<file path="config.mk">
export PLATFORM = sky130hd
export DESIGN_NAME = hdmi_island_scheduler
export DESIGN_NICKNAME = d
export VERILOG_FILES = /design/src/rtl/hdmi_island_scheduler_pkg.sv /design/src/rtl/hdmi_island_scheduler_arbiter.sv /design/src/rtl/hdmi_island_scheduler.sv
export SDC_FILE = /design/constraint.sdc
export NUM_CORES = 1
export LEC_CHECK = 0
export ABC_AREA = 1
export ABC_CLOCK_PERIOD_IN_PS = 1850
export BUFFER_PORTS_ARGS = -buffer_cell sky130_fd_sc_hd__buf_4
export CELL_PAD_IN_SITES_DETAIL_PLACEMENT = 1
export CELL_PAD_IN_SITES_GLOBAL_PLACEMENT = 1
export CORE_ASPECT_RATIO = 0.9
export CORE_MARGIN = 10
export CORE_UTILIZATION = 30
export DETAILED_ROUTE_END_ITERATION = 7
export PLACE_DENSITY_LB_ADDON = 0.1
export SLEW_MARGIN = 20
export SYNTH_ARGS = -nofsm -noshare
export SYNTH_HDL_FRONTEND = slang
export SYNTH_SLANG_ARGS = --single-unit
</file>
<file path="constraint.sdc">
create_clock -name i_pixclk -period 1.85 [get_ports i_pixclk]
set_input_delay 0.185 -clock i_pixclk [delete_from_list [all_inputs] [get_ports i_pixclk]]
set_output_delay 0.185 -clock i_pixclk [all_outputs]
set_load 0.01 [all_outputs]
</file>
<file path="src/rtl/hdmi_island_scheduler_pkg.sv">
// Shared definitions for the HDMI data-island scheduler: FSM states, slot
// geometry defaults and the sync-edge helper.
package hdmi_island_scheduler_pkg;

  typedef enum logic [1:0] {
    ST_IDLE = 2'd0,
    ST_ARB  = 2'd1,
    ST_SLOT = 2'd2
  } sched_state_e;

  localparam int SLOT_LEN_DEF = 32;
  localparam int CNT_W        = 5;

  function automatic logic lead_edge(input logic cur, input logic prev, input logic active);
    return (cur == active) && (prev != active);
  endfunction

endpackage

</file>
<file path="src/rtl/hdmi_island_scheduler_arbiter.sv">
// Combinational round-robin picker: first set bit of the eligible vector
// found by scanning upward from the pointer, with wrap-around.
module hdmi_rr_arbiter #(
  parameter int NUM_REQ = 4,
  parameter int IDX_W   = 2
) (
  input  logic [NUM_REQ-1:0] i_elig,
  input  logic [IDX_W-1:0]   i_ptr,
  output logic [NUM_REQ-1:0] o_onehot,
  output logic [IDX_W-1:0]   o_idx,
  output logic               o_valid
);

  logic [IDX_W-1:0] cand;

  // Scan from the far end down so the last hit is the one closest to the pointer.
  always_comb begin
    o_onehot = '0;
    o_idx    = '0;
    o_valid  = 1'b0;
    cand     = '0;
    for (int i = NUM_REQ - 1; i >= 0; i--) begin
      cand = IDX_W'((int'(i_ptr) + i) % NUM_REQ);
      if (i_elig[cand]) begin
        o_valid = 1'b1;
        o_idx   = cand;
      end
    end
    if (o_valid) o_onehot[o_idx] = 1'b1;
  end

endmodule

</file>
<file path="src/rtl/hdmi_island_scheduler.sv">
// Packs packet requests into contiguous fixed-length data-island slots during
// horizontal blanking, with urgent override, round-robin and once-per-frame limits.
module hdmi_island_scheduler
  import hdmi_island_scheduler_pkg::*;
#(
  parameter int               NUM_REQ    = 4,
  parameter int               MAX_SLOTS  = 2,
  parameter int               SLOT_LEN   = SLOT_LEN_DEF,
  parameter logic [NUM_REQ-1:0] FRAME_ONCE = 4'b1100,
  parameter logic             HS_ACTIVE  = 1'b1
) (
  input  logic               i_pixclk,
  input  logic               i_reset_n,
  input  logic               i_hSync,
  input  logic               i_vSync,
  input  logic               i_blank,
  input  logic [NUM_REQ-1:0] i_req,
  input  logic [NUM_REQ-1:0] i_urgent,
  output logic [NUM_REQ-1:0] o_grant,
  output logic               o_slot_active,
  output logic               o_slot_first,
  output logic [CNT_W-1:0]   o_slot_cnt,
  output logic               o_frame_start,
  output logic               o_overrun
);

  localparam int IDX_W = (NUM_REQ > 1) ? $clog2(NUM_REQ) : 1;

  sched_state_e       state_q, state_d;
  logic               hs_s1_q, hs_s1_d, hs_s2_q, hs_s2_d;
  logic               vs_s1_q, vs_s1_d, vs_s2_q, vs_s2_d;
  logic [IDX_W-1:0]   rr_ptr_q, rr_ptr_d;
  logic [NUM_REQ-1:0] used_q, used_d;
  logic [CNT_W-1:0]   slot_cnt_q, slot_cnt_d;
  logic [CNT_W-1:0]   slot_idx_q, slot_idx_d;
  logic               slot_first_q, slot_first_d;
  logic               blank_lost_q, blank_lost_d;
  logic               overrun_q, overrun_d;

  logic               line_start, vs_edge, urgent_win;
  logic [NUM_REQ-1:0] elig, urg_elig, arb_vec, arb_onehot, grant_c;
  logic [IDX_W-1:0]   arb_ptr, arb_idx;
  logic               arb_valid;

  // Edges come from the registered sync copies so nothing fires while in reset.
  assign line_start = lead_edge(hs_s1_q, hs_s2_q, HS_ACTIVE);
  assign vs_edge    = lead_edge(vs_s1_q, vs_s2_q, 1'b1);

  assign elig       = i_req & ~(used_q & FRAME_ONCE);
  assign urg_elig   = elig & i_urgent;
  assign urgent_win = |urg_elig;
  // Urgent wins reuse the arbiter as a fixed-priority scan from index 0.
  assign arb_vec    = urgent_win ? urg_elig : elig;
  assign arb_ptr    = urgent_win ? '0 : rr_ptr_q;

  hdmi_rr_arbiter #(
    .NUM_REQ (NUM_REQ),
    .IDX_W   (IDX_W)
  ) u_arb (
    .i_elig   (arb_vec),
    .i_ptr    (arb_ptr),
    .o_onehot (arb_onehot),
    .o_idx    (arb_idx),
    .o_valid  (arb_valid)
  );

  always_comb begin
    hs_s1_d      = i_hSync;
    hs_s2_d      = hs_s1_q;
    vs_s1_d      = i_vSync;
    vs_s2_d      = vs_s1_q;
    state_d      = state_q;
    rr_ptr_d     = rr_ptr_q;
    used_d       = vs_edge ? '0 : used_q;
    slot_cnt_d   = slot_cnt_q;
    slot_idx_d   = slot_idx_q;
    slot_first_d = slot_first_q;
    blank_lost_d = blank_lost_q;
    overrun_d    = 1'b0;
    grant_c      = '0;

    unique case (state_q)
      ST_IDLE: begin
        if (line_start && i_blank) begin
          state_d    = ST_ARB;
          slot_idx_d = '0;
        end
      end
      ST_ARB: begin
        if (line_start) overrun_d = 1'b1;
        if (arb_valid) begin
          grant_c         = arb_onehot;
          used_d[arb_idx] = 1'b1;
          if (!urgent_win)
            rr_ptr_d = (int'(arb_idx) == NUM_REQ - 1) ? '0 : arb_idx + IDX_W'(1);
          state_d      = ST_SLOT;
          slot_cnt_d   = '0;
          slot_first_d = (slot_idx_q == '0);
          blank_lost_d = 1'b0;
        end else begin
          state_d = ST_IDLE;
        end
      end
      ST_SLOT: begin
        if (line_start) overrun_d = 1'b1;
        if (!i_blank) blank_lost_d = 1'b1;
        if (slot_cnt_q == CNT_W'(SLOT_LEN - 1)) begin
          slot_cnt_d   = '0;
          slot_first_d = 1'b0;
          // A slot is never truncated; a lost blanking interval only ends the island.
          if (blank_lost_q || !i_blank) begin
            state_d   = ST_IDLE;
            overrun_d = 1'b1;
          end else if (int'(slot_idx_q) + 1 < MAX_SLOTS) begin
            state_d    = ST_ARB;
            slot_idx_d = slot_idx_q + CNT_W'(1);
          end else begin
            state_d = ST_IDLE;
          end
        end else begin
          slot_cnt_d = slot_cnt_q + CNT_W'(1);
        end
      end
      default: state_d = ST_IDLE;
    endcase
  end

  always_ff @(posedge i_pixclk or negedge i_reset_n) begin
    if (!i_reset_n) begin
      state_q      <= ST_IDLE;
      hs_s1_q      <= ~HS_ACTIVE;
      hs_s2_q      <= ~HS_ACTIVE;
      vs_s1_q      <= 1'b0;
      vs_s2_q      <= 1'b0;
      rr_ptr_q     <= '0;
      used_q       <= '0;
      slot_cnt_q   <= '0;
      slot_idx_q   <= '0;
      slot_first_q <= 1'b0;
      blank_lost_q <= 1'b0;
      overrun_q    <= 1'b0;
    end else begin
      state_q      <= state_d;
      hs_s1_q      <= hs_s1_d;
      hs_s2_q      <= hs_s2_d;
      vs_s1_q      <= vs_s1_d;
      vs_s2_q      <= vs_s2_d;
      rr_ptr_q     <= rr_ptr_d;
      used_q       <= used_d;
      slot_cnt_q   <= slot_cnt_d;
      slot_idx_q   <= slot_idx_d;
      slot_first_q <= slot_first_d;
      blank_lost_q <= blank_lost_d;
      overrun_q    <= overrun_d;
    end
  end

  assign o_grant       = grant_c;
  assign o_slot_active = (state_q == ST_SLOT);
  assign o_slot_first  = slot_first_q;
  assign o_slot_cnt    = slot_cnt_q;
  assign o_frame_start = vs_edge;
  assign o_overrun     = overrun_q;

endmodule
</file>
After elaboration in Yosys (flattened, before gate mapping)
Index checks and enable logic that the tools add are counted.
{"block": "op_classes", "n_addsub": 7, "n_lt_le_gt_ge": 7, "eq_ne": 10, "n_mux": 50, "bitwise": 7, "n_reduce_logical": 17}
{"op": "$mux W5", "n": 6}
{"op": "$mux W4", "n": 6}
{"op": "$pmux W5 S2", "n": 2}
{"op": "$mux W1", "n": 18}
{"op": "$mux W2", "n": 9}
{"op": "$lt A2 B3 Y1 const B", "n": 5}
{"op": "$add A5 B1 Y5 const B", "n": 2}
{"op": "$reduce_and A3 Y1", "n": 3}
{"op": "$and A4 B4 Y4", "n": 2}
{"op": "$bmux W1 S2", "n": 4}
{"op": "$ne A2 B2 Y1 const B", "n": 4}
{"op": "$add A5 B1 Y6 const B", "n": 1}
{"op": "$lt A6 B2 Y1 const B", "n": 1}
{"op": "$pmux W1 S2", "n": 3}
{"op": "$pmux W2 S3", "n": 1}
{"op": "$eq A5 B5 Y1 const B", "n": 1}
{"op": "$logic_not A5 Y1", "n": 1}
{"op": "$reduce_and A5 Y1", "n": 1}
{"op": "$add A2 B1 Y2 const B", "n": 2}
{"op": "$add A2 B2 Y2 const B", "n": 2}
{"op": "$eq A2 B1 Y1 const B", "n": 2}
{"op": "$logic_and A1 B1 Y1", "n": 4}
{"op": "$ne A2 B1 Y1 const B", "n": 2}
{"op": "$not A4 Y4", "n": 1}
{"op": "11 further kinds", "n": 15}
{"block": "totals", "regBits": 25, "output_inout_bits": 13, "elab_cells": 110}

Depth between registers and ports, before layout
{"block": "logic_depth", "word_depth": 19, "depth_mapped": 17, "mapped_depth_nobuf": 17}

By module
Synthesis repeated with hierarchy kept, for this count alone.
{"block": "unflattened", "hier_cells": 210, "area_unflattened_um2": 1582.8}
{"module": "hdmi_island_scheduler", "instances": 1, "cells_per_inst": 158, "area_per_inst_um2": 1307.5, "seq_area_each_um2": 575.6}
{"module": "hdmi_rr_arbiter", "instances": 1, "cells_per_inst": 52, "area_per_inst_um2": 275.3, "seq_area_each_um2": 0.0}

Worst setup path before layout
No wires, ideal clock.
{"block": "synth_timing", "path_type": "reg-to-output", "start": "register used_q[3]", "end": "output o_grant[3]", "arrival_ps": 1644, "slack_ps": 21, "path_stages_with_launch": 17, "cell_sequence": "dfrtp_1 -> inv_2 -> nand3_4 -> nand2_4 -> nor2_8 -> nand3_1 -> nand2_1 -> nand2_1 -> nand2_1 -> nand3_1 -> nand2_1 -> nand2_1 -> nand2_2 -> inv_1 -> ha_1 -> inv_1 -> nor2_1"}
{"block": "synth_via", "elab_chain_cells": 18, "word_cells_on_any_way": 32, "classes_between": "add/sub: 3; order compare: 2; mux: 22; bitwise: 3; reduce/logical: 2"}
{"element": "start, declared", "line": "hdmi_island_scheduler.sv:33", "text": "logic [NUM_REQ-1:0] used_q, used_d;"}
{"element": "start signal, assigned", "line": "hdmi_island_scheduler.sv:149", "text": "used_q <= used_d;"}
{"element": "$not A4 Y4 *", "line": "hdmi_island_scheduler.sv:49", "text": "assign elig = i_req & ~(used_q & FRAME_ONCE);"}
{"element": "$and A4 B4 Y4 *", "line": "hdmi_island_scheduler.sv:49"}
{"element": "$and A4 B4 Y4", "line": "hdmi_island_scheduler.sv:50", "text": "assign urg_elig = elig & i_urgent;"}
{"element": "$reduce_or A4 Y1", "line": "hdmi_island_scheduler.sv:51", "text": "assign urgent_win = |urg_elig;"}
{"element": "$mux W2", "line": "hdmi_island_scheduler.sv:54", "text": "assign arb_ptr = urgent_win ? '0 : rr_ptr_q;"}
{"element": "$add A2 B2 Y2", "line": "hdmi_island_scheduler_arbiter.sv:23", "text": "cand = IDX_W'((int'(i_ptr) + i) % NUM_REQ);"}
{"element": "$bmux W1 S2", "line": "hdmi_island_scheduler_arbiter.sv:24", "text": "if (i_elig[cand]) begin"}
{"element": "$mux W1 (not written as such)", "line": "hdmi_island_scheduler_arbiter.sv:24"}
{"element": "$mux W2 (4 in series)", "line": "hdmi_island_scheduler_arbiter.sv:24"}
{"element": "$lt A2 B3 Y1 (not written as such) / $ge A2 B1 Y1 (equally long branches)", "line": "hdmi_island_scheduler_arbiter.sv:29", "text": "if (o_valid) o_onehot[o_idx] = 1'b1;"}
{"element": "$logic_and A1 B1 Y1 (not written as such)", "line": "hdmi_island_scheduler_arbiter.sv:29"}
{"element": "$mux W1 (not written as such)", "line": "hdmi_island_scheduler_arbiter.sv:29"}
{"element": "$demux W1 S2"}
{"element": "$mux W4 *", "line": "hdmi_island_scheduler.sv:91", "text": "if (arb_valid) begin"}
{"element": "$mux W4 *", "line": "hdmi_island_scheduler.sv:82", "text": "unique case (state_q)"}
{"element": "end, declared", "line": "hdmi_island_scheduler.sv:19", "text": "output logic [NUM_REQ-1:0] o_grant,"}
Mark *: on every way between the ends. The rest lies on a longest branch, timed or not. The select of a mux whose other input is x is not followed.

Worst setup path after layout
{"block": "layout_timing", "start": "register used_q[2]", "end": "output o_grant[0]"}
The elaborated chain is that of the path after synthesis.

==> flow_summary.json <==
{
  "status": "complete, but fails checks",
  "violations": "negative setup slack",
  "grt_remaining_overflow": 0,
  "slew_violations": 0,
  "regArea_um2": 576,
  "clockBufferDepth": 2,
  "maxSlewHeadroom_pct": 64.9,
  "synth-compound-area-share_pct": 7.82,
  "core_area_mm2": 0.00538,
  "holdWs_ps": 14.7,
  "ys_warn_count": 0,
  "drive_above_1_share_pct": 57.5,
  "cts_sinks": 23,
  "mostFrequentLayoutCells": "buf_4, nand2_1, dfrtp_1",
  "yosys.area_share.xor_xnor_pct": 1.55,
  "min_delay_worst_endpoint": "hs_s1_q",
  "stdcell_count": 347,
  "worst_slack_ps": -552,
  "hold_viol_final": 0,
  "num-nets-final": 306,
  "die_w_um": 99.2,
  "clockRootBuffer": "clkbuf_8",
  "pre_cts_slack_ps": -274,
  "initialDrtViolationCount": 53,
  "cp-start-kind": "register",
  "tightest_slew_ps": 526,
  "cap_violations": 0,
  "wl_per_cell_um": 14.4,
  "grt_pass1_vias": 1626,
  "p_per_area_mw_per_mm2": 1310,
  "diodes": 0,
  "r2r-start": "used_q[2]",
  "fin_crit_sh_pct": 130,
  "h-tree-depth": 1,
  "multi_input_area_mm2": 0.00125,
  "rsz0062_at_grt": "yes",
  "hold_depth": 1,
  "hold_path.class": "in -> reg",
  "io_buffers": 25,
  "path_clk_slew_ps": 90,
  "worstSkewPairLatency_ps": 270,
  "ys_ff_latch": 23,
  "muxShareOfSynthArea_pct": 0,
  "initial_utilization_pct": 31.5,
  "cp_max_fo": 6,
  "synth-simple-area-share_pct": 39.0,
  "postSynthAreaPerCell_um2": 8.19,
  "ioPinCount": 26,
  "slowest_stage": "dfrtp_1",
  "path_class": "reg -> out",
  "crit_path_end_kind": "output pin",
  "crit_chain": "inv_2 -> nand3_4 -> nand2_4 -> nor2_8 -> nand3_4 -> nand4_1 -> buf_4 -> nand2_1 -> inv_1 -> nand2_2 -> nand2_4 -> inv_4 -> ha_4 -> inv_2 -> nor2_2 -> buf_4",
  "dp_cells": 324,
  "synth_cell_types": 30,
  "grt_first_pass_wirelength_mm": 7.85,
  "cts_tree": "built",
  "place_hpwl_mm": 3.50,
  "arrival_ps": 2220,
  "max_stage_delay_ps": 340,
  "ff2ff_setup_slack_ps": -460,
  "dr_total_vias": 1610,
  "critPathRequiredTime_ps": 1660,
  "syn_area_mm2": 0.00170,
  "fmax_mhz": 416,
  "final-setup-viol-count": 13,
  "ir_drop_mv": 0.639,
  "drt_pass1_iterations": 4,
  "place_congestion": 0.813,
  "yosysSeqAreaShare_pct": 33.9,
  "synthCells": 207,
  "fp.dieArea_mm2": 0.00906,
  "syn-num-nets": 232,
  "drt-total-wl_mm": 4.99,
  "antenna_found_initial": 0,
  "grtUsageTotal_pct": 10.3,
  "cp-startpoint": "used_q[2]",
  "cts_buffers": 3,
  "hold_start": "i_hSync",
  "tns_ps": -3060,
  "ff2ff_path_depth": 19,
  "via_per_inst": 4.64,
  "p_leak_nw": 1.29,
  "final_common_cell": "buf_4",
  "post-route-min-period_ps": 2400,
  "grt_max_degree": 24,
  "synth_fa_ha_area_share_pct": 8.86,
  "fin_skew_ps": 6.32,
  "syn_to_final_growth_pct": 57.2,
  "fin_util_pct": 49.5,
  "drc": 0,
  "rr_endpoint": "used_q[3]",
  "synth_top_family_by_area": "simple AND/OR/NAND/NOR gates",
  "fillers": 636,
  "ant_nets": 0,
  "rows": 25,
  "die_y_um": 91.3
}
cell usage after synthesis:
master	instances	area share, %
a21oi_1	3	0.89
buf_2	1	0.29
buf_6	1	0.66
clkinv_1	1	0.22
dfrtp_1	23	34
ha_1	12	8.9
inv_1	31	6.9
inv_2	2	0.44
inv_4	1	0.37
nand2_1	41	9.1
nand2_2	7	2.6
nand2_4	4	2.7
nand2_8	1	1.2
nand3_1	16	4.7
nand3_2	4	2.4
nand3_4	4	4.1
nand4_1	8	3.0
nand4_2	1	0.74
nor2_1	21	4.6
nor2_2	1	0.37
nor2_4	1	0.66
nor2_8	1	1.2
nor3_1	2	0.59
o21ai_0	3	0.89
o21ai_2	5	2.6
o21ai_4	2	1.9
o21bai_1	1	0.44
o22ai_1	3	1.1
or2_2	3	1.1
xor2_1	3	1.6
kinds of logic after synthesis:
| family | after synthesis |
|---|---|
| buffers and inverters | 37 |
| DFF | 23 |
| AOI/OAI and AO/OA | 17 |
| and+or+nand+nor | 115 |
| adders and majority gates | 12 |
| xor gates and xnor gates | 3 |
layout make-up:
type                       instances  area share (%)
clock buffer                       4            1.69
inverter                          35            5.26
multi-input combinational        148            47.1
timing repair buffer              70            21.2
sequential                        23            21.6
tap                               67            3.15
worst max path at each step:
stage | endpoint | cells past startpoint
after floorplan | o_grant[3] | 16
after global placement | o_grant[3] | 18
after detailed placement | o_grant[3] | 18
after CTS | o_grant[1] | 17
after global routing | o_grant[3] | 16
final | o_grant[0] | 16
per-layer routing:
metal	vias to the layer above	global-route usage [%]	share of wire [%]
li1	807	-	-
met1	775	14.2	49
met2	22	15.3	46
met3	6	2.65	3.6
met4	0	2.39	1.1
met5	-	0	0
report_power, final:
| group | switching (mW) | internal (mW) |
|---|---|---|
| Clock | 0.172 | 0.154 |
| Sequential | 0.0877 | 0.598 |
| Combinational | 1.38 | 1.10 |
critical path: cells and delay by family (launching register included):
| family | cells | cell delay [ps] |
|---|---|---|
| flops | 1 | 340 |
| buf+inv | 6 | 520 |
| fa+ha+maj | 1 | 150 |
| simple gates | 9 | 930 |
stage by stage:
| step | area [um2] | power, mW |
|---|---|---|
| 2_1_floorplan | 1700 | 1.75 |
| 3_3_place_gp | 2150 | 2.31 |
| 3_5_place_dp | 2150 | 2.30 |
| 4_1_cts | 2330 | 2.89 |
| 5_1_grt | 2670 | 3.78 |
| 6_report | 2670 | 3.49 |
what timing repair did:
item                                    in CTS  in global routing
endpoints found under the hold margin       23                  0
gates cloned                                 0                  1
buffers inserted                             7                 12
gates resized for setup                     21                 64
endpoints found under the setup margin       7                 21
hold buffers                                 1                  0
pin swaps                                   13                 34
sequential cells by signal (all words and copies together) (netlist names):
register / flops
o_overrun: 1
blank_lost_q: 1
vs_s2_q: 1
state_q: 2
hs_s1_q: 1
used_q: 2
o_slot_cnt: 5
hs_s2_q: 1
slot_idx_q: 5
o_slot_first: 1
rr_ptr_q: 2
vs_s1_q: 1
Power figures use the tool's default switching activity.
